--- src/rtl/freq_meter_if.sv ---
// Measured-signal input and BCD result bundle for the frequency meter.
// The meter sits on the slave side; whoever supplies sigin is the master.
interface freq_meter_if;
    logic        sigin;
    logic [15:0] bcd;
    logic        ovf;
    logic        valid;

    modport master (
        output sigin,
        input  bcd,
        input  ovf,
        input  valid
    );

    modport slave (
        input  sigin,
        output bcd,
        output ovf,
        output valid
    );
endinterface

--- src/rtl/freq_meter.sv ---
// Counts synchronized rising edges of sigin over a GATE_CYCLES-long window
// in saturating 4-digit BCD and latches the result with a valid strobe.
module freq_meter #(
    parameter int unsigned GATE_CYCLES = 50000000,
    parameter int unsigned N           = 32
) (
    input  logic         clkin,
    input  logic         rst,
    freq_meter_if.slave  io
);
    localparam logic [N-1:0] LAST = N'(GATE_CYCLES - 1);

    logic         s1;
    logic         s2;
    logic         sp;
    logic [N-1:0] g;
    logic [15:0]  w;
    logic         wo;
    logic [15:0]  bcd_q;
    logic         ovf_q;
    logic         valid_q;

    logic         hit;
    logic         sat;
    logic         close;
    logic [15:0]  inc;
    logic         c;
    logic [15:0]  w_nx;
    logic         wo_nx;

    assign hit   = s2 & ~sp;
    assign sat   = (w == 16'h9999);
    assign close = (g == LAST);

    // Single-cycle ripple of the BCD +1 through all four digits.
    always_comb begin
        inc = w;
        c   = 1'b1;
        for (int i = 0; i < 4; i++) begin
            if (c) begin
                if (w[4*i +: 4] >= 4'd9) begin
                    inc[4*i +: 4] = 4'd0;
                end else begin
                    inc[4*i +: 4] = w[4*i +: 4] + 4'd1;
                    c = 1'b0;
                end
            end
        end
    end

    assign w_nx  = (hit && !sat) ? inc : w;
    assign wo_nx = wo | (hit & sat);

    always_ff @(posedge clkin or posedge rst) begin
        if (rst) begin
            s1 <= 1'b0;
            s2 <= 1'b0;
            sp <= 1'b0;
        end else begin
            s1 <= io.sigin;
            s2 <= s1;
            sp <= s2;
        end
    end

    always_ff @(posedge clkin or posedge rst) begin
        if (rst) begin
            g       <= '0;
            w       <= '0;
            wo      <= 1'b0;
            bcd_q   <= '0;
            ovf_q   <= 1'b0;
            valid_q <= 1'b0;
        end else begin
            valid_q <= close;
            if (close) begin
                g     <= '0;
                bcd_q <= w_nx;
                ovf_q <= wo_nx;
                w     <= '0;
                wo    <= 1'b0;
            end else begin
                g  <= g + N'(1);
                w  <= w_nx;
                wo <= wo_nx;
            end
        end
    end

    assign io.bcd   = bcd_q;
    assign io.ovf   = ovf_q;
    assign io.valid = valid_q;
endmodule

--- src/flat_wrapper.sv ---
// flat-port wrapper written by rule: the top's interface ports become plain ports
module freq_meter_flat 
#(
    parameter int unsigned GATE_CYCLES = 50000000,
    parameter int unsigned N           = 32
)
  (clkin, rst, io_sigin, io_bcd, io_ovf, io_valid);
  freq_meter_if io_i ();
  input  logic clkin;
  input  logic rst;
  input wire logic [$bits(io_i.sigin)-1:0] io_sigin;
  output wire logic [$bits(io_i.bcd)-1:0] io_bcd;
  output wire logic [$bits(io_i.ovf)-1:0] io_ovf;
  output wire logic [$bits(io_i.valid)-1:0] io_valid;
  assign io_i.sigin = io_sigin;
  assign io_bcd = io_i.bcd;
  assign io_ovf = io_i.ovf;
  assign io_valid = io_i.valid;
  freq_meter #(.GATE_CYCLES(GATE_CYCLES), .N(N)) u_core (.clkin(clkin), .rst(rst), .io(io_i));
endmodule
--- config.mk ---
export PLATFORM = sky130hd
export DESIGN_NAME = freq_meter_flat
export DESIGN_NICKNAME = d
export VERILOG_FILES = /design/src/rtl/freq_meter_if.sv /design/src/rtl/freq_meter.sv /design/src/flat_wrapper.sv
export SDC_FILE = /design/constraint.sdc
export NUM_CORES = 1
export LEC_CHECK = 0
export ABC_AREA = 1
export CORE_AREA = 2 2 162 101
export DETAILED_ROUTE_END_ITERATION = 10
export DIE_AREA = 0 0 164 103
export PLACE_DENSITY = 0.39
export SLEW_MARGIN = 0
export SYNTH_ARGS = -nofsm -noshare
export SYNTH_HDL_FRONTEND = slang
export SYNTH_SLANG_ARGS = --single-unit
--- constraint.sdc ---
create_clock -name clkin -period 2.1 [get_ports clkin]
set_input_delay 0.42 -clock clkin [delete_from_list [all_inputs] [get_ports clkin]]
set_output_delay 0.42 -clock clkin [all_outputs]
set_load 0.1 [all_outputs]
== After elaboration in Yosys (flattened, before gate mapping) ==
Index checks and enable logic that the tools add are counted.

* Register bits: 70
* Bits of input ports: 3
* Output and inout port bits: 18
* Word-level logic and storage cells: 42

* Add/subtract/negate cells: 5
* Magnitude comparators: 4
* Equal/unequal tests: 2
* Muxes and demuxes: 16
* Bitwise logic cells: 4
* Reduce and logical (&&, ||, !) cells: 2

{| class="wikitable"
|+ Operators with widths
! kind !! number
|-
| $add A32 B1 Y32 const B || 1
|-
| $eq A32 B26 Y1 const B || 1
|-
| $mux W16 || 2
|-
| $mux W32 || 1
|-
| $mux W4 || 7
|-
| $add A4 B1 Y4 const B || 4
|-
| $eq A16 B16 Y1 const B || 1
|-
| $ge A4 B4 Y1 const B || 4
|-
| $mux W1 || 6
|-
| $and A1 B1 Y1 || 2
|-
| $logic_and A1 B1 Y1 || 1
|-
| $logic_not A1 Y1 || 1
|-
| $not A1 Y1 || 1
|-
| $or A1 B1 Y1 || 1
|}

== Longest topological paths before layout ==
* Depth after elaboration: 7
* Depth in mapped cells: 12
* Depth with buffers taken out: 12

== Least setup slack after synthesis ==
Ideal clock, no wire load.

* Path type: flip-flop to flip-flop
* From: register u_core.g[0]
* To: register u_core.bcd_q[0], in the netlist u_core.io.bcd[0]
* Setup time: 0.124 ns
* Arrival: 1.442 ns
* Required time: 1.976 ns
* Slack: 0.534 ns
* Stages on the path, launching flop included: 10
* Buffers on the path: 1
* Period minus slack after synthesis: 1.566 ns
* Path through: dfrtp_1 ha_1 nand3_2 nor2_4 nand3_2 nor2_4 inv_2 buf_6 nand2_1 o21ai_2

* Word-level cells in the longest chain between the ends: 1

{| class="wikitable"
|+ Ends and longest elaborated chain
! element !! RTL line !! source
|-
| from (decl) || freq_meter.sv:16 || <nowiki>logic [N-1:0] g;</nowiki>
|-
| from (signal assigned) || freq_meter.sv:83 || <nowiki>g <= g + N'(1);</nowiki>
|-
| $eq A32 B26 Y1 || freq_meter.sv:33 || <nowiki>assign close = (g == LAST);</nowiki>
|-
| to (signal assigned) || freq_meter.sv:78 || <nowiki>bcd_q <= w_nx;</nowiki>
|-
| to (decl) || freq_meter.sv:19 || <nowiki>logic [15:0] bcd_q;</nowiki>
|}

Every way passes these cells.
A chain may end at the register's enable or synchronous reset.

== Worst setup path in the final report ==
* From: register u_core.w[12]
* To: register u_core.bcd_q[15], in the netlist u_core.io.bcd[15]

* Word-level cells in the longest chain between the ends: 4
* Elaborated cells between the ends (all ways): 8
* Classes of those cells: add/sub: 1; order compare: 1; eq/ne: 1; mux: 3; reduce/logical: 2

{| class="wikitable"
|+ Ends and longest elaborated chain
! element !! RTL line !! source
|-
| from (decl) || freq_meter.sv:17 || <nowiki>logic [15:0] w;</nowiki>
|-
| from (signal assigned) || freq_meter.sv:84 || <nowiki>w <= w_nx;</nowiki>
|-
| $add A4 B1 Y4 (tied with other cells) || freq_meter.sv:44 || <nowiki>inc[4*i +: 4] = w[4*i +: 4] + 4'd1;</nowiki>
|-
| $mux W4 or $logic_not A1 Y1 (tied branches) || freq_meter.sv:41, freq_meter.sv:51 ||
|-
| $mux W4 or $logic_and A1 B1 Y1 (tied branches) || freq_meter.sv:40, freq_meter.sv:51 ||
|-
| $mux W16 (*) || freq_meter.sv:51 || <nowiki>assign w_nx = (hit && !sat) ? inc : w;</nowiki>
|}

Mark *: on every way between the ends. The rest lies on a longest branch, timed or not.

==> flow_summary.toml <==
[run_status]
outcome = "finished clean"

[floorplan]
die_h_um = 103
fp-row-count = 36
io_pins = 21
die_w_um = 164
die_area_um2 = 16900
design.core.area_um2 = 15600
start_util_pct = 24.2

[global_routing]
global_route.usage.total_pct = 12.7
grt_max_degree = 71
grt_pass1_wl_um = 16000
first_global_vias = 2873
grt_antenna_before_repair = 0
globalRoute.totalOverflow = 0

[sta]
layout_min_cycle_time_ns = 1.90
tightestPinTransition_ns = 0.520
fmaxAchievable_ghz = 0.526
timing_hold_violations_final = 0
slew_violations = 0
max_slew_margin_pct = 65.0
grt_setup_unrepaired = "true"
clock_skew_ns = 0.00944
setup_viol_count_final = 0
setup_total_negative_slack_ns = 0
layout_worst_path_cycle_share_pct = 90.5

[power]
ir_worst_vdd_v = 0.000276
p_per_area_nw_per_um2 = 729
leakagePower_uw = 0.00224

[route]
dr.first_iter.drc_count = 193
drc_violation_count_after_routing = 0
avgRoutedWirePerCell_um = 13.5
via_count = 3092
drt-pass1-iter-count = 4
route.antenna.remaining_nets = 0
detail_route.wirelength_um = 9870
via_per_inst = 4.23

[logic_synthesis]
synthesis.yosys.warnings = 0
synth.lib_cells_used.distinct = 29
post_synth_inst_count = 486
synthesis.area_um2 = 3780
synth_nets = 502
synth-seq-area-share_pct = 46.3
synthesis.area_per_instance_um2 = 7.79
synth_seq_cells = 70

[critical_path]
r2r_start = "u_core.w[12]"
worst_r2r_endpoint = "u_core.io.bcd[15]"
ff2ff_setup_slack_ns = 0.20
critPathKind = "register to register"
critPathCaptureType = "register"
worst-endpoint-arrival_ns = 2.12
worst_endpoint_required_time_ns = 2.32
worstSetupStartpointType = "register"
worst-r2r-cell-count = 9
critical_path.max_fanout = 6

[clock_network]
numClockSinks = 70
cts.repair.resized = 1
cts.reportedPaths.clkPinSlew_ns = 0.06
clockRootBuffer = "clkbuf_16"
cts_hold_buffers = 0
cts.path.max_buffers = 2
cts_max_level = 3
clock_tree_from_tritoncts = "yes"
post_cts.repair.setup_buffers = 0
number_of_buffers_inserted_during_clock_tree_synthesis = 9
clock_insertion_delay_at_the_later_pin_of_the_skew_report_ns = 0.34

[placement]
dp_hpwl_um = 7180
io_buffers = 20
gp_routability_congestion = 0.834
detailed_place.area_um2 = 4240

[cells_and_area]
regArea_um2 = 1750
final_layout_size_suffix_gt1_share_pct = 11.1
antenna_cells_inserted = 0
filler_cell_count = 1673
multiInputGateArea_um2 = 1760
nNetsFinal = 535
stdcell_area_um2 = 4520
flow.area_growth_from_synthesis_pct = 19.5

[hold_path]
min_delay_worst_endpoint = "u_core.s2"
worst_hold_startpoint = "u_core.s1"
holdPathStages = 0
hp-class = "register to register"

[run]
cap_viol_max_count = 0
[where the power goes]
part | total [uW] | internal [uW] | switching [uW]
Combinational | 378 | 143 | 236
Sequential | 1480 | 1410 | 73.8
Clock | 1440 | 881 | 558
[critical path: stages (launching register included)]
cell     delay, ns
dfrtp_1       0.43
ha_1          0.22
nand3_1       0.17
nor2_1        0.10
a21oi_2       0.34
nand2_1       0.23
nand2_1       0.13
nand2_1       0.05
nand2_1       0.07
nand2_1       0.05
[cell usage after synthesis (all sizes together)]
| cell type | count | area share (%) |
|---|---|---|
| dfrtp | 70 | 46 |
| or2 | 1 | 0.17 |
| nor3 | 17 | 2.4 |
| o21bai | 2 | 0.40 |
| a21oi | 17 | 2.2 |
| inv | 60 | 6.0 |
| o21a | 1 | 0.20 |
| nand3 | 38 | 5.4 |
| xor2 | 20 | 4.6 |
| o21ai | 13 | 1.8 |
| xnor2 | 5 | 1.2 |
| nor3b | 1 | 0.20 |
| buf | 7 | 1.7 |
| nand4 | 4 | 0.66 |
| nor2 | 64 | 6.9 |
| and3 | 1 | 0.17 |
| ha | 13 | 4.3 |
| nand3b | 3 | 0.59 |
| nand2 | 149 | 15 |
[state kept, by name (all words and copies together), names as in the netlist]
signal and flops:
u_core.s1 1, u_core.io.valid 1, u_core.wo 1, u_core.io.ovf 1, u_core.s2 1, u_core.sp 1, u_core.io.bcd 16, u_core.w 16
u_core.g 32
[logic make-up after synthesis]
group | after synthesis | synth area share [%]
simple gates | 278 | 31.4
flops | 70 | 46.3
buf+inv | 67 | 7.60
compound gates | 33 | 4.66
xor+xnor | 25 | 5.79
fa+ha+maj | 13 | 4.30
[routing by layer]
metal  track usage (%)  vias up  wire length [um]
met1              21.1     1434              5850
met2              15.1       62              3380
met3              3.34       12               516
li1                  -     1584                 -
met4              3.44        0               121
met5                 0        -                 0
[placed cells by master, fill, tap and decap left out, types with 5 or more instances in the layout]
cell / count
clkbuf_16: 9
a21oi_1: 16
nand2_1: 147
nor3_1: 16
xor2_1: 20
xnor2_1: 5
inv_1: 58
buf_4: 25
ha_1: 13
dfrtp_1: 69
nand3_1: 34
nor2_1: 59
o21ai_0: 10
[through the flow]
stage          hold slack [ns]  worst slack, ns  cells  utilization, %  total power (uW)
2_1_floorplan            0.331            0.534    486               -              1750
3_3_place_gp             0.344          -0.0519    717            27.1              1880
3_5_place_dp             0.336          -0.0214    717            27.1              1880
4_1_cts                  0.360            0.200    731            28.9              3360
5_1_grt                  0.364          -0.0137    731            28.9              3480
6_report                 0.357            0.200    731            28.9              3300
[worst max-delay path by stage]
stage,from,cells after the start,end
floorplan,u_core.g[0],9,u_core.io.bcd[0]
global placement,u_core.w[13],10,u_core.io.bcd[15]
detailed placement,u_core.w[12],9,u_core.io.bcd[15]
CTS,u_core.w[13],10,u_core.io.bcd[15]
global route,u_core.w[13],10,u_core.io.bcd[13]
finish,u_core.w[12],9,u_core.io.bcd[15]
[layout make-up]
class / count / area share, %
Sequential cell: 70 / 38.8
Tap cell: 209 / 5.78
Timing Repair Buffer: 29 / 5.48
Clock buffer: 13 / 5.98
Clock inverter: 1 / 0.111
Multi-Input combinational cell: 349 / 38.8
Inverter: 60 / 5.06
Power figures use the tool's default switching activity.
